--- src/rtl/pcf8591_scan_ctrl.sv ---
// Round-robin PCF8591 ADC scan sequencer driving a byte-level I2C master engine.
// Define PCF8591_DAC_EN to enable the analog output and insert the DAC byte write.
module pcf8591_scan_ctrl #(
    parameter int         SCAN_DIV = 50000,
    parameter logic [6:0] DEV_ADDR = 7'h48,
    parameter logic [3:0] CH_MASK  = 4'b1111
) (
    input  logic        sysclk,
    input  logic        reset,
    output logic        cmd_valid,
    input  logic        cmd_ready,
    output logic [2:0]  cmd,
    output logic [7:0]  tx_data,
    input  logic        cmd_done,
    input  logic [7:0]  rx_data,
    input  logic        ack_err,
    input  logic [7:0]  dac_value,
    output logic [31:0] ch_data,
    output logic        sample_valid,
    output logic [1:0]  sample_ch,
    output logic        bus_err,
    output logic        busy
);

    localparam int TMR_W = $clog2(SCAN_DIV);

    localparam logic [2:0] CMD_START     = 3'd0;
    localparam logic [2:0] CMD_STOP      = 3'd1;
    localparam logic [2:0] CMD_WRITE     = 3'd2;
    localparam logic [2:0] CMD_READ_ACK  = 3'd3;
    localparam logic [2:0] CMD_READ_NACK = 3'd4;

`ifdef PCF8591_DAC_EN
    localparam logic DAC_BIT = 1'b1;
`else
    localparam logic DAC_BIT = 1'b0;
`endif

    typedef enum logic [3:0] {
        IDLE,
        W_START,
        W_ADDR,
        W_CTRL,
`ifdef PCF8591_DAC_EN
        W_DAC,
`endif
        W_STOP,
        R_START,
        R_ADDR,
        R_DUMMY,
        R_DATA,
        R_STOP,
        UPDATE,
        ERR_STOP
    } state_t;

    function automatic logic [1:0] first_ch(input logic [3:0] mask);
        first_ch = 2'd0;
        for (int i = 3; i >= 0; i--) begin
            if (mask[i]) first_ch = 2'(i);
        end
    endfunction

    // Nearest enabled channel above cur, wrapping; stays on cur if it is the only one.
    function automatic logic [1:0] next_ch(input logic [1:0] cur);
        logic [1:0] c;
        next_ch = cur;
        for (int i = 3; i >= 1; i--) begin
            c = cur + 2'(i);
            if (CH_MASK[c]) next_ch = c;
        end
    endfunction

    function automatic logic is_write(input state_t s);
        case (s)
            W_ADDR, W_CTRL, R_ADDR: is_write = 1'b1;
`ifdef PCF8591_DAC_EN
            W_DAC:                  is_write = 1'b1;
`endif
            default:                is_write = 1'b0;
        endcase
    endfunction

    function automatic state_t after_done(input state_t s);
        case (s)
            W_START:  after_done = W_ADDR;
            W_ADDR:   after_done = W_CTRL;
`ifdef PCF8591_DAC_EN
            W_CTRL:   after_done = W_DAC;
            W_DAC:    after_done = W_STOP;
`else
            W_CTRL:   after_done = W_STOP;
`endif
            W_STOP:   after_done = R_START;
            R_START:  after_done = R_ADDR;
            R_ADDR:   after_done = R_DUMMY;
            R_DUMMY:  after_done = R_DATA;
            R_DATA:   after_done = R_STOP;
            R_STOP:   after_done = UPDATE;
            default:  after_done = IDLE;
        endcase
    endfunction

    localparam logic [1:0] FIRST_CH = first_ch(CH_MASK);

    state_t           state_q, state_d;
    logic             cmd_valid_d;
    logic             pend_q, pend_d;
    logic [TMR_W-1:0] timer_q;
    logic             tc;
    logic             tick_q;
    logic [1:0]       ch_q;
    logic [7:0]       rx_q;
    logic [7:0]       dac_q;

    assign tc   = (timer_q == TMR_W'(SCAN_DIV - 1));
    assign busy = (state_q != IDLE);

`ifdef PCF8591_DAC_EN
    always_ff @(posedge sysclk) begin
        if (!reset) begin
            dac_q <= 8'h00;
        end else if (state_q == W_ADDR && state_d == W_CTRL) begin
            dac_q <= dac_value;
        end
    end
`else
    logic unused_dac;
    assign dac_q      = 8'h00;
    assign unused_dac = ^{dac_value, dac_q};
`endif

    // Command and payload are decoded from the state, so they hold for the whole handshake.
    always_comb begin
        cmd     = CMD_START;
        tx_data = 8'h00;
        case (state_q)
            W_ADDR: begin
                cmd     = CMD_WRITE;
                tx_data = {DEV_ADDR, 1'b0};
            end
            W_CTRL: begin
                cmd     = CMD_WRITE;
                tx_data = {1'b0, DAC_BIT, 4'b0000, ch_q};
            end
`ifdef PCF8591_DAC_EN
            W_DAC: begin
                cmd     = CMD_WRITE;
                tx_data = dac_q;
            end
`endif
            R_ADDR: begin
                cmd     = CMD_WRITE;
                tx_data = {DEV_ADDR, 1'b1};
            end
            W_STOP, R_STOP, ERR_STOP: cmd = CMD_STOP;
            R_DUMMY:                  cmd = CMD_READ_ACK;
            R_DATA:                   cmd = CMD_READ_NACK;
            default:                  ;
        endcase
    end

    always_comb begin
        state_d     = state_q;
        cmd_valid_d = cmd_valid;
        pend_d      = pend_q;
        if (cmd_valid && cmd_ready) begin
            cmd_valid_d = 1'b0;
            pend_d      = 1'b1;
        end
        if (pend_q && cmd_done) begin
            pend_d = 1'b0;
            if (is_write(state_q) && ack_err) begin
                state_d = ERR_STOP;
            end else begin
                state_d = after_done(state_q);
            end
            cmd_valid_d = (state_d != IDLE) && (state_d != UPDATE);
        end
        case (state_q)
            IDLE: begin
                if (tick_q && (CH_MASK != 4'b0000)) begin
                    state_d     = W_START;
                    cmd_valid_d = 1'b1;
                end
            end
            UPDATE:  state_d = IDLE;
            default: ;
        endcase
    end

    always_ff @(posedge sysclk) begin
        if (!reset) begin
            state_q      <= IDLE;
            cmd_valid    <= 1'b0;
            pend_q       <= 1'b0;
            timer_q      <= '0;
            tick_q       <= 1'b0;
            ch_q         <= FIRST_CH;
            rx_q         <= 8'h00;
            ch_data      <= 32'h0000_0000;
            sample_valid <= 1'b0;
            sample_ch    <= 2'd0;
            bus_err      <= 1'b0;
        end else begin
            state_q      <= state_d;
            cmd_valid    <= cmd_valid_d;
            pend_q       <= pend_d;
            timer_q      <= tc ? '0 : timer_q + 1'b1;
            tick_q       <= tc;
            sample_valid <= 1'b0;
            if (state_q == R_DATA && state_d == R_STOP) begin
                rx_q <= rx_data;
            end
            if (state_q == R_STOP && state_d == UPDATE) begin
                ch_data[{ch_q, 3'b000} +: 8] <= rx_q;
                sample_valid                 <= 1'b1;
                sample_ch                    <= ch_q;
            end
            if (state_d == ERR_STOP && state_q != ERR_STOP) begin
                bus_err <= 1'b1;
            end
            if (state_q == UPDATE || (state_q == ERR_STOP && state_d == IDLE)) begin
                ch_q <= next_ch(ch_q);
            end
        end
    end

endmodule
--- config.mk ---
export PLATFORM = sky130hd
export DESIGN_NAME = pcf8591_scan_ctrl
export DESIGN_NICKNAME = d
export VERILOG_FILES = /design/src/rtl/pcf8591_scan_ctrl.sv
export SDC_FILE = /design/constraint.sdc
export NUM_CORES = 1
export LEC_CHECK = 0
export CORE_AREA = 8 8 90 92
export DETAILED_ROUTE_END_ITERATION = 8
export DIE_AREA = 0 0 98 100
export DONT_BUFFER_PORTS = 1
export PLACE_DENSITY_LB_ADDON = 0.1
export REMOVE_ABC_BUFFERS = 1
export SETUP_SLACK_MARGIN = 0.02
export SLEW_MARGIN = 25
export SYNTH_ARGS = -nofsm -noshare
export SYNTH_HDL_FRONTEND = slang
export SYNTH_SLANG_ARGS = --single-unit
--- constraint.sdc ---
create_clock -name sysclk -period 2.56 [get_ports sysclk]
set_input_delay 0.384 -clock sysclk [delete_from_list [all_inputs] [get_ports sysclk]]
set_output_delay 0.384 -clock sysclk [all_outputs]
set_load 0.01 [all_outputs]
* Yosys cells after proc, flatten, opt, wreduce, memory -nomap -nowiden
Memories as Yosys holds them, arrays and structs flattened. A register that Yosys moved wholly into a read port is not among the register bits.
Cells that the tools add are included.
** Word-level totals
- Word-level logic and storage cells :: 82
- Bits in registers :: 69
- ROM bits :: 64
- Memories :: 1
- Output and inout bits :: 49
** Memory list
- (no name shown) :: words 16, bits a word 4, read ports 1, clocked after Yosys merged registers in 1, write ports 0, line 85 : case (s)
** Cells by class
- Mux-type cells :: 25
- Bitwise gates (word level) :: 1
- Reductions and logical operators :: 19
- Eq/ne operators :: 15
- $lt $le $gt $ge :: 3
- $add $sub $neg :: 5
- Shift-type cells :: 2
** Operator list (count)
- $bwmux W32 :: 1
- $shift A8 B7 Y32 const A :: 1
- $shiftx A8 B7 Y32 :: 1
- $eq A4 B4 Y1 const B :: 7
- $pmux W8 S3 :: 1
- $mux W4 :: 5
- $add A16 B1 Y16 const B :: 1
- $eq A16 B16 Y1 const B :: 1
- $eq A4 B3 Y1 const B :: 3
- $pmux W3 S4 :: 1
- $mux W1 :: 10
- $lt A2 B3 Y1 const B :: 3
- $eq A4 B2 Y1 const B :: 2
- $logic_and A1 B1 Y1 :: 8
- $logic_not A4 Y1 :: 2
- $ne A4 B4 Y1 const B :: 2
- $pmux W4 S2 :: 1
- $reduce_bool A4 Y1 :: 2
- $neg A5 Y7 :: 1
- $bmux W1 S2 :: 3
- $mux W2 :: 3
- $reduce_or A3 Y1 :: 2
- $add A2 B2 Y2 const B :: 2
- $reduce_or A2 Y1 :: 2
- other kinds (5) :: 5

* Logic depth before layout (Yosys ltp)
Gate-level depths: netlist of the first run.
- Depth in word-level cells :: 14
- Gate-level depth with buffers :: 8
- Gate-level depth less buffers :: 6

* Worst setup path after synthesis of the first run
Ideal clock, no wire load.
- Path type :: reg-to-reg
- Start :: register ch_q[0]
- End :: register ch_data[10]
- Slack :: 0.700 ns
- Buffers on the path :: 1
- Library setup time :: 0.072 ns
- Data arrival time :: 1.788 ns
- Stages on the path, launching flop included :: 7
- Cell sequence :: dfxtp_1 > clkbuf_1 > inv_1 > ha_1 > nor3b_1 > nand3_1 > mux2i_1
** On the way
- Longest elaborated chain between the ends :: 3
- Elaborated cells on any way between the ends :: 4
- Classes of those cells :: add/sub (1); shift (2); mux (1)
** RTL lines
- from (decl) :: line 112 : logic [1:0] ch_q;
- from (signal assigned) :: line 224 : ch_q <= next_ch(ch_q);
- $neg A5 Y7 (*) :: line 216 : ch_data[{ch_q, 3'b000} +: 8] <= rx_q;
- $shiftx A8 B7 Y32 / $shift A8 B7 Y32 (equally long branches) :: line 216
- $bwmux W32 (*) :: line 216
- to (signal, indexed assignment) :: line 216
- to (decl) :: line 18 : output logic [31:0] ch_data,
Every way passes the cells marked *; elsewhere a longest branch is shown, timed or not.
A chain may end at the register's enable or synchronous reset.

* Worst setup path after layout of the first run
- Start :: register state_q[3]
- End :: register ch_data[17]
** On the way
- Longest elaborated chain between the ends :: 12
- Elaborated cells on any way between the ends :: 17
- Classes of those cells :: eq/ne (6); mux (7); reduce/logical (4)
** RTL lines
- from (decl) :: line 106 : state_t state_q, state_d;
- from (signal assigned) :: line 206 : state_q <= state_d;
- $eq A4 B2 Y1 / $eq A4 B3 Y1 (equally long branches) :: line 75 : case (s)
- $reduce_or A3 Y1 (no source line)
- $mux W1 :: line 75
- $mux W1 :: line 171 : if (pend_q && cmd_done) begin
- $logic_and A1 B1 Y1 :: line 173 : if (is_write(state_q) && ack_err) begin
- $mux W4 :: line 173
- $mux W4 (2 in series) :: line 171
- $mux W4 :: line 182 : if (tick_q && (CH_MASK != 4'b0000)) begin
- $pmux W4 S2 :: line 180 : case (state_q)
- $eq A4 B4 Y1 :: line 215 : if (state_q == R_STOP && state_d == UPDATE) begin
- $logic_and A1 B1 Y1 (*) :: line 215
Every way passes the cells marked *; elsewhere a longest branch is shown, timed or not. The select of a mux whose other input is x is not followed.

==> results.cfg, run 1 <==
[run_status]
status = completed

[critical_path]
worst-path-max-fanout = 10
cp.arrival_ps = 2560
path_class = reg -> reg
crit_path_end_kind = register
cp-start-kind = register
crit_required_ps = 2830

[timing]
finalCritPeriodShare_pct = 89.44
maxSlewViolCount = 0
setup_tns_ps = 0
setup_slack_ps = 270.3
finClkSkew_ps = 8.409
hold_slack_ps = 186.3
timing.final.hold_violations = 0
fmax_mhz = 436.7
worst_slew_pin_slew_ps = 635.4
rsz0062_at_grt = no
slew_headroom_pct = 57.25
final.min_clock_period_ps = 2290
setup_viol = 0

[grt]
overflow = 0
use_met2_pct = 23.55
top_usage_layer = met2
antenna_found_initial = 0
grt_pass1_wl_um = 12720
grt_max_degree = 93
grt.met3_usage_pct = 5.190
grt_use_met1_pct = 21.00
grt_pass1_vias = 2510
grt_use_total_pct = 16.19

[synth]
ys_ff_latch = 73
syn_area_um2 = 3585
yosysTopAreaCellShare_pct = 40.77
synth_area_leaders = dfxtp_1, mux2i_1, nand2_1
yosysUniqueCellTypes = 59
yosys_warnings = 0
avgSynthCellArea_um2 = 9.052
yosys.area.top_type = dfxtp_1
synth_cells = 396
ys_seq_area_share_pct = 40.77
synth_ff_type = dfxtp_1
synthArstFlopShare_pct = 0
synth-edff-count = 0

[clocking]
cts.sinks = 73
cts.repair.resized = 0
cts.htree.levels = 3
cts.path.max_buffers = 2
post_cts.repair.setup_buffers = 0
cts.clk_slew.worst_paths_ps = 70
clock_latency_ps = 340
cts_tree = done
numCtsBuffers = 9
clockRootBuffer = clkbuf_8
ctsHoldBuffers = 0

[floorplanning]
dieArea_um2 = 9800
placementRows = 30
initial_utilization_pct = 53.95
die_h_um = 100
num_io_pins = 70
core_area_um2 = 6644
fp.dieW_um = 98

[power_and_ir_drop]
irDropWorstVdd_v = 0.0002500
power_density_nw_per_um2 = 505.9
total_leakage_power_nw = 1.271

[finish]
fill_cells = 632
diodes = 0
postLayoutCoreUtil_pct = 55.76
multi_input_area_um2 = 1886
drive_above_1_share_pct = 10.91
fin_nets = 420
seqCellArea_um2 = 1461
areaGrowthSynthToFinish_pct = 3.351

[drt]
vias = 2692
drt_first_pass_iters = 4
drt_wl_total_um = 7764
drc_errors = 0
detail-route-antenna-nets = 0
via_per_inst = 5.679
drt_iter0_markers = 111
routedWlPerCell_um = 16.38

[flow_run]
max_cap_violations = 0

[min_path]
min_path_type = in -> reg

[placement]
place_hpwl_um = 5407
post-place-ws_ps = 318.3
portBuffers = 0
place.gp.congestion = 0.8361
[final timing paths]
path,endpoint,start,depth (start not counted),slack [ps]
max,ch_data[17],state_q[3],6,270
min,rx_q[1],rx_data[1],2,190
max reg2reg,ch_data[17],state_q[3],6,270
min reg2reg,timer_q[0],timer_q[0],1,470
[routing by layer]
layer,wire length [um],up-vias
met2,3352,74
li1,-,1347
met1,3700,1257
met4,161,0
met5,0,-
met3,549,14
[cell type report]
cell class,count,share of cell area [%]
clock inverter,2,0.2702
multi-input combinational,288,50.90
sequential,73,39.45
inverter,10,1.013
clock buffer,10,3.445
tap,80,2.702
timing repair buffer,11,2.229
[critical path, stage by stage, from the launching register on]
cell     delay (ps)
dfxtp_1         510
or2b_1          290
nor4_1          370
nor2b_1         420
and3_1          220
buf_4           190
mux2i_1         200
[state kept, by name, summed over array words and instances, names as in the netlist, named ones only]
signal / flops
sample_ch: 2
state_q: 4
ch_q: 2
bus_err: 1
ch_data: 32
sample_valid: 1
cmd_valid: 1
tick_q: 1
rx_q: 8
pend_q: 1
timer_q: 16
[report_power, final]
group / switching, mW / internal, mW / leakage (nW)
sequential: 0.00368 / 1.14 / 0.588
combinational: 0.0140 / 0.00655 / 0.609
clock: 0.384 / 0.327 / 0.0737
total: 0.401 / 1.47 / 1.27
[kinds of logic (layout without fill, tap and decap cells)]
group,after synthesis,in the layout,synth area share [%]
simple gates,187,187,26.81
flops,73,73,40.77
mux,43,43,12.04
buf+inv,38,33,6.946
compound gates,33,33,7.574
xor+xnor,15,15,3.665
fa+ha+maj,6,6,2.094
other cells,1,4,0.1046
[layout by cell type (no fill, tap or decap), drive strengths merged, types with 2 or more instances in the layout]
cell type	count
or2b	2
xnor2	6
and3b	2
nor3	5
o21ai	6
or3	2
a21boi	2
clkinv	2
mux2i	42
a211o	2
a21oi	11
conb	4
buf	11
nor3b	5
nor4	4
nand2	65
xor2	9
and2	5
nor2b	3
dfxtp	73
and4	2
a211oi	2
ha	6
clkbuf	10
nand3	46
inv	10
and3	8
nor2	26
nand4	5
[synth_stat cells, drive strengths merged (8+ instances only)]
cell,n
nand3,46
xor2,9
inv,10
and3,8
a21oi,11
nand2,65
dfxtp,73
mux2i,42
buf,14
nor2,26
clkbuf,13
[stage by stage]
| step | power, mW | instance area [um2] | instances |
|---|---|---|---|
| 2_1_floorplan | 1.184 | 3385 | 371 |
| 3_5_place_dp | 1.190 | 3567 | 462 |
| 6_report | 1.874 | 3705 | 474 |
| 3_3_place_gp | 1.188 | 3567 | 462 |
| 4_1_cts | 1.901 | 3705 | 474 |
| 5_1_grt | 1.947 | 3705 | 474 |
Power figures use the tool's default switching activity.
==> run 2, diff against run 1 <==
Settings changed: CAP_MARGIN from default to 30.
==> results of run 2 <==
Same layout as run 1: the final DEF is identical, and so are final timing and power.
